### config.mk
export PLATFORM = sky130hd
export DESIGN_NAME = egress_reader
export DESIGN_NICKNAME = d
export VERILOG_FILES = /design/src/rtl/transaccion_pkg.sv /design/src/rtl/rr_arbiter.sv /design/src/rtl/egress_reader.sv
export SDC_FILE = /design/constraint.sdc
export NUM_CORES = 1
export LEC_CHECK = 0
export CAP_MARGIN = 20
export CELL_PAD_IN_SITES_DETAIL_PLACEMENT = 1
export CELL_PAD_IN_SITES_GLOBAL_PLACEMENT = 1
export CORE_UTILIZATION = 42
export CTS_CLUSTER_SIZE = 14
export DETAILED_ROUTE_END_ITERATION = 10
export HOLD_SLACK_MARGIN = 0.08
export PLACE_DENSITY_LB_ADDON = 0.1
export SYNTH_ARGS = -nofsm -noshare
export SYNTH_HDL_FRONTEND = slang
export SYNTH_SLANG_ARGS = --single-unit
### constraint.sdc
create_clock -name clk -period 4.6 [get_ports clk]
set_clock_uncertainty 0.15 [all_clocks]
set_input_delay 1.15 -clock clk [delete_from_list [all_inputs] [get_ports clk]]
set_output_delay 1.15 -clock clk [all_outputs]
set_load 0.02 [all_outputs]
### src/rtl/transaccion_pkg.sv
// Shared definitions for the transaction-layer egress path:
// state encoding, default sizes and destination field position.
package transaccion_pkg;

    localparam int DEF_NUM_PORTS = 4;
    localparam int DEF_WORD_SIZE = 10;
    localparam int DEF_CNT_WIDTH = 5;
    localparam int PORT_W        = $clog2(DEF_NUM_PORTS);

    localparam int DEST_MSB = 9;
    localparam int DEST_LSB = 8;

    localparam logic [1:0] ST_IDLE    = 2'd0;
    localparam logic [1:0] ST_POP     = 2'd1;
    localparam logic [1:0] ST_CAPTURE = 2'd2;
    localparam logic [1:0] ST_HOLD    = 2'd3;

    typedef enum logic [1:0] {
        IDLE    = ST_IDLE,
        POP     = ST_POP,
        CAPTURE = ST_CAPTURE,
        HOLD    = ST_HOLD
    } state_e;

endpackage

### src/rtl/rr_arbiter.sv
// Combinational round-robin picker: nearest requester after
// last_grant_i wins; the pointer register lives in the caller.
module rr_arbiter #(
    parameter int NUM_PORTS = 4,
    parameter int IDX_W     = $clog2(NUM_PORTS)
) (
    input  logic [NUM_PORTS-1:0] req_i,
    input  logic [IDX_W-1:0]     last_grant_i,
    output logic [NUM_PORTS-1:0] grant_o,
    output logic                 any_o
);

    logic [IDX_W-1:0] p;

    // Scan farthest-to-nearest so the nearest requester overwrites.
    always_comb begin
        grant_o = '0;
        p       = '0;
        for (int i = NUM_PORTS; i >= 1; i--) begin
            p = IDX_W'((int'(last_grant_i) + i) % NUM_PORTS);
            if (req_i[p]) begin
                grant_o    = '0;
                grant_o[p] = 1'b1;
            end
        end
    end

    assign any_o = |req_i;

endmodule

### src/rtl/egress_reader.sv
// Drains the output FIFO bank round-robin onto a valid/ready
// stream and keeps saturating per-port delivered-word counters.
module egress_reader
    import transaccion_pkg::*;
#(
    parameter int NUM_PORTS      = DEF_NUM_PORTS,
    parameter int FIFO_WORD_SIZE = DEF_WORD_SIZE,
    parameter int CNT_WIDTH      = DEF_CNT_WIDTH,
    parameter int IDX_W          = $clog2(NUM_PORTS)
) (
    input  logic                                clk,
    input  logic                                reset_L,
    input  logic [NUM_PORTS-1:0]                fifo_empty,
    input  logic [NUM_PORTS*FIFO_WORD_SIZE-1:0] fifo_data,
    output logic [NUM_PORTS-1:0]                pop_FIFO_out,
    output logic [FIFO_WORD_SIZE-1:0]           data_out,
    output logic                                valid_out,
    input  logic                                ready_in,
    input  logic                                req,
    input  logic [IDX_W-1:0]                    idx,
    output logic [CNT_WIDTH-1:0]                data,
    output logic                                valid
);

    state_e                    state_q, state_d;
    logic [NUM_PORTS-1:0]      pop_q, pop_d;
    logic [NUM_PORTS-1:0]      grant_oh;
    logic                      any_grant;
    logic [IDX_W-1:0]          grant_idx;
    logic [IDX_W-1:0]          last_grant_q, last_grant_d;
    logic [FIFO_WORD_SIZE-1:0] data_out_q, data_out_d;
    logic                      valid_out_q, valid_out_d;
    logic [CNT_WIDTH-1:0]      count_q [NUM_PORTS];
    logic [CNT_WIDTH-1:0]      count_d [NUM_PORTS];
    logic [CNT_WIDTH-1:0]      rd_data_q, rd_data_d;
    logic                      rd_valid_q, rd_valid_d;
    logic [FIFO_WORD_SIZE-1:0] words [NUM_PORTS];

    rr_arbiter #(
        .NUM_PORTS (NUM_PORTS),
        .IDX_W     (IDX_W)
    ) u_arb (
        .req_i        (~fifo_empty),
        .last_grant_i (last_grant_q),
        .grant_o      (grant_oh),
        .any_o        (any_grant)
    );

    always_comb begin
        for (int k = 0; k < NUM_PORTS; k++) begin
            words[k] = fifo_data[k*FIFO_WORD_SIZE +: FIFO_WORD_SIZE];
        end
    end

    always_comb begin
        grant_idx = '0;
        for (int k = 0; k < NUM_PORTS; k++) begin
            if (grant_oh[k]) grant_idx = IDX_W'(k);
        end
    end

    always_comb begin
        state_d      = state_q;
        pop_d        = '0;
        last_grant_d = last_grant_q;
        data_out_d   = data_out_q;
        valid_out_d  = valid_out_q;
        count_d      = count_q;
        // Counter read sees this cycle's value, before any increment.
        rd_data_d    = req ? count_q[idx] : '0;
        rd_valid_d   = req;
        unique case (state_q)
            IDLE: begin
                if (any_grant) begin
                    state_d      = POP;
                    pop_d        = grant_oh;
                    last_grant_d = grant_idx;
                end
            end
            POP: begin
                state_d = CAPTURE;
            end
            CAPTURE: begin
                data_out_d  = words[last_grant_q];
                valid_out_d = 1'b1;
                state_d     = HOLD;
            end
            HOLD: begin
                if (ready_in) begin
                    valid_out_d = 1'b0;
                    state_d     = IDLE;
                    if (count_q[last_grant_q] != '1) begin
                        count_d[last_grant_q] = count_q[last_grant_q] + 1'b1;
                    end
                end
            end
            default: state_d = IDLE;
        endcase
    end

    always_ff @(posedge clk or negedge reset_L) begin
        if (!reset_L) begin
            state_q      <= IDLE;
            pop_q        <= '0;
            last_grant_q <= IDX_W'(NUM_PORTS - 1);
            data_out_q   <= '0;
            valid_out_q  <= 1'b0;
            rd_data_q    <= '0;
            rd_valid_q   <= 1'b0;
            for (int k = 0; k < NUM_PORTS; k++) begin
                count_q[k] <= '0;
            end
        end else begin
            state_q      <= state_d;
            pop_q        <= pop_d;
            last_grant_q <= last_grant_d;
            data_out_q   <= data_out_d;
            valid_out_q  <= valid_out_d;
            rd_data_q    <= rd_data_d;
            rd_valid_q   <= rd_valid_d;
            count_q      <= count_d;
        end
    end

    assign pop_FIFO_out = pop_q;
    assign data_out     = data_out_q;
    assign valid_out    = valid_out_q;
    assign data         = rd_data_q;
    assign valid        = rd_valid_q;

endmodule

---- After elaboration in Yosys (flattened, before gate mapping) ----
Cells that the tools add are included.
operators by class
  $add $sub $neg .......................... 5
  multiply operators ...................... 0
  div/mod/pow operators ................... 0
  order comparisons ....................... 11
  equal/unequal tests ..................... 6
  shifts and indexed selects .............. 0
  multiplexer cells ....................... 43
  bitwise gates (word level) .............. 3
  reductions and logical operators ........ 12
operators by type and width
  cell                 count
  $mux 5               6
  $mux 4               6
  $bmux 10 s2          1
  $bmux 5 s2           2
  $bwmux 20            1
  $mux 10              2
  $lt 2x3->1 const B   4
  $demux 5 s2          1
  $mux 1               10
  $bmux 1 s2           4
  $demux 1 s2          4
  $ge 2x1->1 const B   4
  $mux 2               4
  $pmux 2 s4           1
  $ge 3x3->1 const B   2
  $not 2->3            2
  $reduce_and 2->1     3
  $add 5x1->5 const B  1
  $logic_and 1x1->1    5
  $ne 5x5->1 const B   1
  $add 2x1->2 const B  2
  $add 2x2->2 const B  2
  $eq 2x2->1 const B   2
  $ne 2x2->1 const B   2
  8 further kinds      8
storage, ports and cells
  flip-flop bits (word level) ............. 45
  latch bits .............................. 0
  memory bits (writable) .................. 0
  bits in read-only memories .............. 0
  bits of input ports ..................... 50
  output and inout bits ................... 21
  word-level logic and storage cells ...... 91
  memories ................................ 0

---- Depth between registers and ports, before layout ----
  depth in word-level cells ............... 12
  mapped depth ............................ 10
  gate-level depth less buffers ........... 8

---- Modules after synthesis ----
From an unflattened synthesis, not the netlist that was laid out.
unflattened totals
  cells, all modules ...................... 207
  area, all modules ....................... 2642.5 um^2
modules (own cells, without submodules)
  module         instances  cells each  area each (um^2)  seq. area each (um^2)
  egress_reader  1          161         2253.4            1128.6
  rr_arbiter     1          46          389.1             0.0

---- Worst setup path before layout ----
No wires, ideal clock.
  path kind ............................... register to register
  from .................................... register last_grant_q[0]
  to ...................................... register last_grant_q[0]
  library setup time ...................... 0.062 ns
  data arrival time ....................... 2.943 ns
  required time ........................... 4.388 ns
  slack ................................... 1.445 ns
  stages on the path, launching flop included .. 11
  path buffers ............................ 3
  clock period less this slack ............ 3.155 ns
  cells stage by stage .................... dfstp_2 -> buf_6 -> buf_2 -> buf_2 -> inv_1 -> ha_1 -> mux2_2 -> nor3b_1 -> a2111oi_4 -> o32ai_1 -> a221o_1
between the ends
  word-level cells in the longest chain between the ends .. 12
  elaborated cells between the ends (all ways) .. 39
  classes of those cells .................. 4 x add/sub; 8 x order compare; 23 x mux; 4 x reduce/logical
RTL lines
  item                                                            line                  RTL
  from (decl)                                                     egress_reader.sv:30   logic [IDX_W-1:0] last_grant_q, last_grant_d;
  from (signal assigned)                                          egress_reader.sv:105  last_grant_q <= IDX_W'(NUM_PORTS - 1);
  from (signal assigned)                                          egress_reader.sv:116  last_grant_q <= last_grant_d;
  $add 2x1->2                                                     rr_arbiter.sv:20      p = IDX_W'((int'(last_grant_i) + i) % NUM_PORTS);
  $lt 2x3->1 (implied by the code) or $ge 2x1->1 (tied branches)  rr_arbiter.sv:23      grant_o[p] = 1'b1;
  $logic_and 1x1->1 (implied by the code)                         rr_arbiter.sv:23
  $mux 1 (implied by the code)                                    rr_arbiter.sv:23
  $demux 1 s2                                                     -
  $mux 4 (3 in a row)                                             rr_arbiter.sv:21      if (req_i[p]) begin
  $mux 4 (*)                                                      rr_arbiter.sv:21
  $mux 1                                                          egress_reader.sv:58   if (grant_oh[k]) grant_idx = IDX_W'(k);
  $mux 2                                                          egress_reader.sv:58
  $mux 2 (*)                                                      egress_reader.sv:58
Mark *: on every way between the ends. The rest lies on a longest branch, timed or not. The select of a mux whose other input is x is not followed.
A chain may end at the register's enable or synchronous reset.

---- Worst setup path after layout ----
  from .................................... register last_grant_q[0]
  to ...................................... register count_q[11] (netlist bit)
between the ends
  word-level cells in the longest chain between the ends .. 6
  elaborated cells between the ends (all ways) .. 13
  classes of those cells .................. 1 x add/sub; 2 x order compare; 1 x eq/ne; 6 x mux; 1 x bitwise; 2 x reduce/logical
RTL lines
  item                                                               line                                      RTL
  $not 2->3 (implied by the code) (*)                                egress_reader.sv:92, egress_reader.sv:93
  $bmux 5 s2, or another cell as far along                           egress_reader.sv:92, egress_reader.sv:93
  $mux 5 (implied by the code) or $logic_and 1x1->1 (tied branches)  egress_reader.sv:92, egress_reader.sv:93
  $mux 5 (on tied branches)                                          egress_reader.sv:92, egress_reader.sv:93
  $add 5x1->5, or another cell as far along                          egress_reader.sv:93                       count_d[last_grant_q] = count_q[last_grant_q] + 1'b1;
  $bwmux 20 or $reduce_and 3->1 (tied branches)                      -
  to (signal assigned)                                               egress_reader.sv:121                      count_q <= count_d;
  to (decl)                                                          egress_reader.sv:33                       logic [CNT_WIDTH-1:0] count_q [NUM_PORTS];
Marked as above.

==> impl_metrics.json <==
{
  "crit_top_cell": "ha_1",
  "drc": 0,
  "rsz0062_at_grt": "no",
  "min_path_type": "register to register",
  "cp-startpoint": "last_grant_q[0]",
  "routedWlPerCell_um": 19.8,
  "ir_drop_uv": 273,
  "slew_headroom_pct": 59.6,
  "reg2reg_to": "count_q[11]",
  "path_buf_inv": 0,
  "cpLargestDelayFamily": "multiplexers",
  "dp_hpwl_um": 5400,
  "synth-edff-count": 0,
  "area_growth_pct": 34.1,
  "synth_seq_cells": 45,
  "post-route-util_pct": 59.3,
  "clock-sinks": 45,
  "end_kind": "register",
  "grt_max_degree": 46,
  "synth_flop_cell": "dfrtp_1",
  "grt_antenna_before_repair": 0,
  "rrSetupSlack_ns": 1.55,
  "cts_resized": 0,
  "crit_fanout": 8,
  "pin_count": 71,
  "whs_ns": 0.360,
  "status": "completed",
  "die-area_um2": 6630,
  "worstSkewPairLatency_ns": 0.30,
  "min_period_ns": 3.05,
  "endpoint": "count_q[11]",
  "synthCells": 203,
  "syn-num-nets": 265,
  "path_class": "register to register",
  "htree_levels": 2,
  "rr_worst_depth": 7,
  "cts.path.max_buffers": 2,
  "tightestPinTransition_ns": 0.606,
  "core_area_um2": 5990,
  "power_density_nw_per_um2": 608,
  "netlist_area_um2": 2650,
  "cp_slowest_cell": "dfstp_2",
  "clock.fmax_mhz": 327,
  "multi_input_area_um2": 1460,
  "setup_viol": 0,
  "synth.area.top_cells": "dfrtp_1 (41%), mux4_2 (17%), mux2_2 (8.9%), ha_1 (5.7%), nand2_1 (3.3%)",
  "port_buffers": 70,
  "nFillCells": 608,
  "cp_cell_sequence": "mux4_2 -> ha_1 -> and3_1 -> ha_1 -> and3b_1 -> nand2_1 -> mux2_2",
  "die_h_um": 81.4,
  "dr.pass1.iters": 4,
  "totalWireLength_um": 6980,
  "crit_required_ns": 4.64,
  "drive_gt1_share_pct": 21.3,
  "grt_pass1_wl_um": 11100,
  "finalHoldViolations": 0,
  "die_x_um": 81.4,
  "r2r_start": "last_grant_q[0]",
  "cts_made_buffers": 5,
  "grt_pass1_vias": 2130,
  "netlist.top_cell.by_area": "dfrtp_1",
  "start_util_pct": 44.2,
  "max-cap-violations": 0,
  "cts_tree": "yes",
  "async_reset_ff_share_pct": 100,
  "worstHoldStart": "count_q[2]",
  "first_iter_violations": 91,
  "clk_pin_slew_ns": 0.09,
  "num_vias": 1998,
  "ys_warn_count": 0,
  "power_leakage_nw": 1.49,
  "synth_cell_type_count": 41,
  "rows": 28,
  "final_nets": 338,
  "drt-vias-per-instance": 5.68,
  "antennaDiodeCount": 0,
  "seqCellArea_um2": 1130,
  "routabilityCongestion": 0.765,
  "drv_slew": 0,
  "syn_avg_cell_area_um2": 13.0,
  "cts_root_buf": "clkbuf_8",
  "post_cts_buffers": 0,
  "path_depth": 7,
  "grt.overflow.total": 0,
  "period_share_pct": 66.4,
  "cp-start-kind": "register",
  "ctsHoldBuffers": 0,
  "yosysSeqAreaShare_pct": 42.6,
  "slowest_delay_ns": 0.65,
  "grt_usage_pct": 23.0,
  "arrival_ns": 3.10,
  "ant_nets": 0,
  "synth.top_cell.area_share_pct": 40.6,
  "setup_tns_ns": 0
}
routing by layer:
layer  vias to the layer above  GRT usage [%]  wire length [um]
met5                         -              0                 0
met4                         0           6.07                84
met3                         6           3.37               289
met2                        62           41.3              3620
met1                      1013           28.7              2980
li1                        917              -                 -
synthesized netlist by cell type (3+ instances only):
library cell,n
inv_1,7
ha_1,12
and3_1,4
nor3b_1,3
o21ai_1,4
dfrtp_1,43
nand2b_1,4
mux2_2,21
buf_2,3
o21ai_0,11
o22ai_1,4
nand2_1,23
a21oi_1,3
mux4_2,20
nor2_1,4
and2_1,6
tightest hold or removal path: stages, from the launching register on:
cell and delay (ns):
dfrtp_1 0.37, nand2_1 0.05, o21ai_0 0.06
report_power, final:
group | internal, mW | switching (mW) | leakage [nW] | total [mW]
clock | 0.163 | 0.144 | 0.0543 | 0.307
sequential | 0.540 | 0.101 | 0.576 | 0.641
combinational | 0.610 | 0.600 | 0.859 | 1.21
cell families (layout without fill, tap and decap cells):
kind of cell	after synthesis	count (layout)	synth area share [%]
and+or+nand+nor	49	49	9.21
buffers and inverters	14	88	2.41
AOI/OAI and AO/OA	34	34	9.31
DFF	45	45	42.6
xor gates and xnor gates	2	2	0.662
adders and majority gates	12	12	5.67
muxes	47	47	30.1
how the worst min path moves through the flow:
stage | end | cells past startpoint | slack [ns]
global placement | count_q[2] | 2 | 0.33
floorplan | count_q[7] | 2 | 0.31
finish | count_q[2] | 2 | 0.36
detailed placement | count_q[2] | 2 | 0.34
CTS | count_q[2] | 2 | 0.37
global route | data_out[3] | 1 | 0.38
registers in the layout, indices dropped and copies added (netlist names):
name,count
data_out,10
state_q,2
last_grant_q,2
data,5
valid_out,1
valid,1
pop_FIFO_out,4
count_q,20
layout make-up:
type                    instances  share of cell area, %
well taps                      75                   2.64
repair buffers                 73                   20.6
flip-flops and latches         45                   31.8
clock inverters                 3                   1.30
inverters                       7                  0.740
multi-input cells             144                   41.0
clock buffers                   5                   1.94
layout by cell type, fill, tap and decap left out, types with 2 or more instances in the layout:
cell,n
a21oi_1,3
and2_1,6
and3_1,4
buf_4,2
clkbuf_8,5
clkdlybuf4s50_1,69
dfrtp_1,43
dfstp_2,2
ha_1,12
inv_1,7
mux2_2,21
mux2i_1,2
mux4_1,2
mux4_2,20
nand2_1,23
nand2b_1,4
nor2_1,4
nor2b_1,2
nor3b_1,3
o21ai_0,11
o21ai_1,4
o22ai_1,4
o32ai_1,2
metrics by stage:
stage	std cells	power, mW	instance area (um2)	setup slack (ns)
floorplan	203	1.47	2650	1.45
global placement	343	1.82	3410	1.43
detailed placement	343	1.87	3410	1.33
CTS	351	2.18	3530	1.54
global route	352	2.30	3550	1.46
finish	352	2.16	3550	1.55
(Power assumes the default switching activity.)
